[config.mk]
export PLATFORM = sky130hd
export DESIGN_NAME = fifo_rd_stream
export DESIGN_NICKNAME = d
export VERILOG_FILES = /design/src/rtl/fifo_pkg.sv /design/src/rtl/fifo_rd_skid.sv /design/src/rtl/fifo_rd_stream.sv
export SDC_FILE = /design/constraint.sdc
export NUM_CORES = 1
export LEC_CHECK = 0
export CAP_MARGIN = 25
export CORE_UTILIZATION = 30
export CTS_CLUSTER_DIAMETER = 40
export DETAILED_ROUTE_END_ITERATION = 8
export GPL_ROUTABILITY_DRIVEN = 1
export PLACE_DENSITY_LB_ADDON = 0.12
export SLEW_MARGIN = 20
export SYNTH_ARGS = -nofsm -noshare
export SYNTH_HDL_FRONTEND = slang
export SYNTH_HIERARCHICAL = 1
export SYNTH_SLANG_ARGS = --single-unit
[constraint.sdc]
create_clock -name I_CLK -period 5.1 [get_ports I_CLK]
set_input_delay 0.765 -clock I_CLK [delete_from_list [all_inputs] [get_ports I_CLK]]
set_output_delay 0.765 -clock I_CLK [all_outputs]
set_load 0.1 [all_outputs]
[src/rtl/fifo_pkg.sv]
// ---------------------------------------------------------------------------
// fifo_pkg
// Shared constants and types for the FIFO family of blocks.
//   FIFO_DW / FIFO_AW : default data width and address width of the FIFO itself
//   RD_STREAM_DW      : default data width of the read-side stream adapter
//   XFER_CNT_W        : width of the optional delivered-word counter
//   occ_e             : occupancy of the 2-entry read-side output buffer
// ---------------------------------------------------------------------------
package fifo_pkg;

    localparam int FIFO_DW      = 8;
    localparam int FIFO_AW      = 4;
    localparam int RD_STREAM_DW = FIFO_DW;
    localparam int XFER_CNT_W   = 16;

    typedef enum logic [1:0] {
        OCC_EMPTY = 2'd0,
        OCC_ONE   = 2'd1,
        OCC_TWO   = 2'd2
    } occ_e;

endpackage

[src/rtl/fifo_rd_skid.sv]
// ---------------------------------------------------------------------------
// fifo_rd_skid
// Two-entry in-order buffer sitting between the FIFO read port and the
// valid/ready stream. Entry "head" is always the oldest word.
// Ports:
//   clk, rst_n  : clock, asynchronous active-low reset
//   push        : write push_data at the tail this edge
//   push_data   : word to write
//   pop         : head word is consumed this edge
//   head_data   : oldest stored word (registered)
//   occ         : current occupancy EMPTY / ONE / TWO (registered)
// ---------------------------------------------------------------------------
module fifo_rd_skid
    import fifo_pkg::*;
#(
    parameter int DW = RD_STREAM_DW
) (
    input  logic          clk,
    input  logic          rst_n,
    input  logic          push,
    input  logic [DW-1:0] push_data,
    input  logic          pop,
    output logic [DW-1:0] head_data,
    output occ_e          occ
);

    occ_e          occ_q, occ_d;
    logic [DW-1:0] head_q, head_d;
    logic [DW-1:0] tail_q, tail_d;

    // Next-state for occupancy and the two storage slots. When a push and a
    // pop coincide with one word stored, the new word replaces the head
    // directly so order is kept without shifting through the tail slot.
    always_comb begin
        occ_d  = occ_q;
        head_d = head_q;
        tail_d = tail_q;
        unique case (occ_q)
            OCC_EMPTY: begin
                if (push) begin
                    head_d = push_data;
                    occ_d  = OCC_ONE;
                end
            end
            OCC_ONE: begin
                case ({push, pop})
                    2'b10: begin
                        tail_d = push_data;
                        occ_d  = OCC_TWO;
                    end
                    2'b01: occ_d  = OCC_EMPTY;
                    2'b11: head_d = push_data;
                    default: ;
                endcase
            end
            OCC_TWO: begin
                // The upstream request rule keeps push from arriving here
                // without a pop; the push-and-pop case still keeps order.
                if (pop) begin
                    head_d = tail_q;
                    if (push) begin
                        tail_d = push_data;
                    end else begin
                        occ_d = OCC_ONE;
                    end
                end
            end
            default: occ_d = OCC_EMPTY;
        endcase
    end

    // State registers; reset empties the buffer and clears the head word.
    always_ff @(posedge clk or negedge rst_n) begin
        if (!rst_n) begin
            occ_q  <= OCC_EMPTY;
            head_q <= '0;
            tail_q <= '0;
        end else begin
            occ_q  <= occ_d;
            head_q <= head_d;
            tail_q <= tail_d;
        end
    end

    assign head_data = head_q;
    assign occ       = occ_q;

endmodule

[src/rtl/fifo_rd_stream.sv]
// ---------------------------------------------------------------------------
// fifo_rd_stream
// Converts a FIFO read port (request, data one cycle later) into a
// valid/ready stream with full throughput and registered outputs.
// Ports:
//   I_CLK, I_RST_N : clock, asynchronous active-low reset
//   O_RD_REQ       : read request to the FIFO
//   I_RD_DATA      : FIFO read data, valid one cycle after an accepted request
//   I_RD_EMPTY     : FIFO empty flag
//   O_VALID/O_DATA : stream output, head of the 2-entry buffer
//   I_READY        : downstream ready
//   O_XFER_CNT     : delivered-word counter, only with FIFO_RD_STREAM_CNT_EN
// Optional feature macro: FIFO_RD_STREAM_CNT_EN
// ---------------------------------------------------------------------------
module fifo_rd_stream
    import fifo_pkg::*;
#(
    parameter int DW = RD_STREAM_DW
) (
    input  logic                  I_CLK,
    input  logic                  I_RST_N,
    output logic                  O_RD_REQ,
    input  logic [DW-1:0]         I_RD_DATA,
    input  logic                  I_RD_EMPTY,
    output logic                  O_VALID,
    output logic [DW-1:0]         O_DATA,
`ifdef FIFO_RD_STREAM_CNT_EN
    output logic [XFER_CNT_W-1:0] O_XFER_CNT,
`endif
    input  logic                  I_READY
);

    occ_e       occ;
    logic       inflight_q, inflight_d;
    logic       pop;
    logic [2:0] level;
    logic       rd_req;

    assign pop = O_VALID & I_READY;

    // Request only when the word it brings back is guaranteed a slot:
    // stored words plus the one in flight, minus the one leaving now, must
    // stay below two. The reset term keeps the request low while held.
    always_comb begin
        level      = {1'b0, occ} + {2'b00, inflight_q} - {2'b00, pop};
        rd_req     = I_RST_N & ~I_RD_EMPTY & (level < 3'd2);
        inflight_d = rd_req;
    end

    // Remembers that the FIFO will present a word on the next cycle.
    always_ff @(posedge I_CLK or negedge I_RST_N) begin
        if (!I_RST_N) begin
            inflight_q <= 1'b0;
        end else begin
            inflight_q <= inflight_d;
        end
    end

    fifo_rd_skid #(
        .DW (DW)
    ) u_skid (
        .clk       (I_CLK),
        .rst_n     (I_RST_N),
        .push      (inflight_q),
        .push_data (I_RD_DATA),
        .pop       (pop),
        .head_data (O_DATA),
        .occ       (occ)
    );

    assign O_RD_REQ = rd_req;
    assign O_VALID  = (occ != OCC_EMPTY);

`ifdef FIFO_RD_STREAM_CNT_EN
    logic [XFER_CNT_W-1:0] xfer_cnt_q, xfer_cnt_d;

    // Counts accepted stream words; wraps naturally at the counter width.
    always_comb begin
        xfer_cnt_d = xfer_cnt_q;
        if (pop) begin
            xfer_cnt_d = xfer_cnt_q + XFER_CNT_W'(1);
        end
    end

    always_ff @(posedge I_CLK or negedge I_RST_N) begin
        if (!I_RST_N) begin
            xfer_cnt_q <= '0;
        end else begin
            xfer_cnt_q <= xfer_cnt_d;
        end
    end

    assign O_XFER_CNT = xfer_cnt_q;
`endif

endmodule

==> flow_metrics.tcl <==
set metrics [dict create \
    fin_tns_setup_ps 0 \
    drt_pre_antenna_iters 6 \
    slew_headroom_pct 35.5 \
    setup_viol 0 \
    grt_pass1_wl_um 3250 \
    drt_iter0_drc 24 \
    critPathSlowestCell "dfrtp_1" \
    period_share_pct 74.1 \
    dieArea_um2 3400 \
    cts_buffers 3 \
    use_met2_pct 20.9 \
    syn_area_um2 951 \
    antenna_found_initial 0 \
    maxCapViolations 0 \
    crit_family "simple AND/OR/NAND/NOR gates" \
    ys_ff_latch 19 \
    die_x_um 58.3 \
    grt.total_usage_pct 13.2 \
    multi_input_area_um2 449 \
    synth_cell_types 25 \
    crit_buf_inv 1 \
    initial_core_util_pct 31.4 \
    hpwl_um 1270 \
    synth_edf_count 0 \
    cts.path.max_buffers 2 \
    gr-usage-met1_pct 17.0 \
    synthTopCellsByCount "dfrtp_1, mux2_2, o221a_2, or3_1" \
    clk_latency_ps 300 \
    seq_area_um2 475 \
    diodes 0 \
    seq_area_frac_synth_pct 50.0 \
    cts_root_buf "clkbuf_4" \
    grt.overflow.total 0 \
    path_cells "or2_4 -> and2_4 -> ha_1 -> nand2b_1 -> fa_1 -> xor2_1 -> nor3_1 -> buf_4" \
    synth_area_leader_cell "dfrtp_1" \
    cts_resized 0 \
    min_from "u_skid/tail_q[1]$_DFFE_PN0P_" \
    critical-path-max-stage-delay_ps 650 \
    rsz0062_at_grt "false" \
    tightest_slew_ps 965 \
    cts_tree "yes" \
    grt_max_degree 21 \
    min_period_ps 3780 \
    clock-sinks 19 \
    yosys_warnings 6 \
    post-synth-top-count-cell "dfrtp_1" \
    cp.arrival_ps 3010 \
    coreArea_um2 3030 \
    drive_gt1_share_pct 29.0 \
    hold_violations 0 \
    nNetsFinal 111 \
    finalMaxSlewViolations 0 \
    rows 20 \
    critPathLaunchType "flop" \
    synth_top_area_share_pct 50.0 \
    busiest_layer "met2" \
    avgViaCountPerCell 4.87 \
    die_h_um 58.3 \
    grt_use_met3_pct 4.18 \
    routabilityCongestion 0.763 \
    post_cts_buffers 0 \
    required_ps 4340 \
    htree_levels 1 \
    critPathCaptureType "output pin" \
    worstRegToRegCells 7 \
    netlist_top_cells_area "dfrtp_1, mux2_2, o221a_2, ha_1, or3_1" \
    hold_end "u_skid/tail_q[1]$_DFFE_PN0P_" \
    rr_startpoint "u_skid/occ[1]$_DFFE_PN0P_" \
    avgRoutedWirePerCell_um 14.3 \
    synth_ff_type "dfrtp_1" \
    route.detailed.drc 0 \
    synth_area_per_cell_um2 13.8 \
    clock_skew_ps 5.62 \
    ios 22 \
    path_class "flop to output pin" \
    status "complete, no violations" \
    drt.antenna.violating_nets 0 \
    fmax_ghz 0.265 \
    async_flop_share_pct 100 \
    drt_wl_total_um 1960 \
    grt_pass1_vias 677 \
    rrSetupSlack_ps 2630 \
    reg2reg_to "inflight_q$_DFF_PN0_" \
    nFillCells 309 \
    min_path_type "flop to flop" \
    numPortBuffers 21 \
    clkTransAtPathRegs_ps 100 \
    syn_inst 69 \
    area_growth_syn_to_layout_pct 30.0 \
    vias 667 \
    synthesis.nets 86 \
    whs_path_depth 1 \
    hold_buffers 0 \
    path_max_fanout 17 \
]
[logic make-up (layout without fill, tap and decap cells)]
logic type | after synthesis | count (layout) | synth area share, %
DFF | 19 | 19 | 50.0
buffers and inverters | 6 | 30 | 2.76
and+or+nand+nor | 14 | 14 | 10.9
AOI/OAI and AO/OA | 14 | 14 | 16.1
muxes | 10 | 10 | 12.0
xor gates and xnor gates | 1 | 1 | 0.921
adders and majority gates | 5 | 5 | 7.37
[flip-flops by register name, indices dropped and copies added (netlist names)]
register,count
u_skid/head_data,8
u_skid/occ,2
u_skid/tail_q,8
inflight_q,1
[stage by stage]
stage / utilization [%] / hold WS [ps] / instance area (µm²) / cells / worst slack (ps)
floorplan: - / 469 / 951 / 69 / 156
detailed placement: 40.0 / 501 / 1210 / 133 / 1430
CTS: 40.8 / 528 / 1240 / 137 / 1280
finish: 40.8 / 523 / 1240 / 137 / 1320
global placement: 40.0 / 490 / 1210 / 133 / 1470
global route: 40.8 / 537 / 1240 / 137 / 1130
[metal layers]
metal | wire length, µm | vias up
li1 | - | 309
met1 | 920 | 336
met2 | 893 | 17
met3 | 111 | 5
met4 | 30 | 0
met5 | 0 | -
[final cells by class]
class / instances / share of cell area (%)
sequential: 19 / 38.5
multi-input combinational: 44 / 36.3
timing repair buffer: 22 / 17.4
tap: 44 / 4.45
clock buffer: 4 / 2.13
inverter: 4 / 1.21
[how the worst max path moves through the flow]
stage	startpoint	endpoint	cells past startpoint
floorplan	u_skid/occ[1]$_DFFE_PN0P_	O_RD_REQ	7
global placement	I_READY	O_RD_REQ	8
detailed placement	I_READY	O_RD_REQ	8
CTS	u_skid/occ[1]$_DFFE_PN0P_	O_RD_REQ	8
global route	u_skid/occ[1]$_DFFE_PN0P_	O_RD_REQ	8
finish	u_skid/occ[1]$_DFFE_PN0P_	O_RD_REQ	8
[placed cells by master, fill, tap and decap left out, types with 2 or more instances in the layout]
master and instances:
clkdlybuf4s50_1 20, o21ai_4 2, inv_1 4, or3_1 7
o221a_2 7, mux2_2 8, dfrtp_1 19, ha_1 4
buf_4 2, clkbuf_4 3
[worst register-to-register path, delay by kind of cell, from the launching register on]
family,cells,cell delay (ps)
AND/OR/NAND/NOR,4,940
flip-flops,1,650
adder cells (fa/ha/maj),2,640
XOR/XNOR,1,150
Power is not shown: default switching activity piles up to over one toggle a cycle in this logic, so the estimate is an artifact.
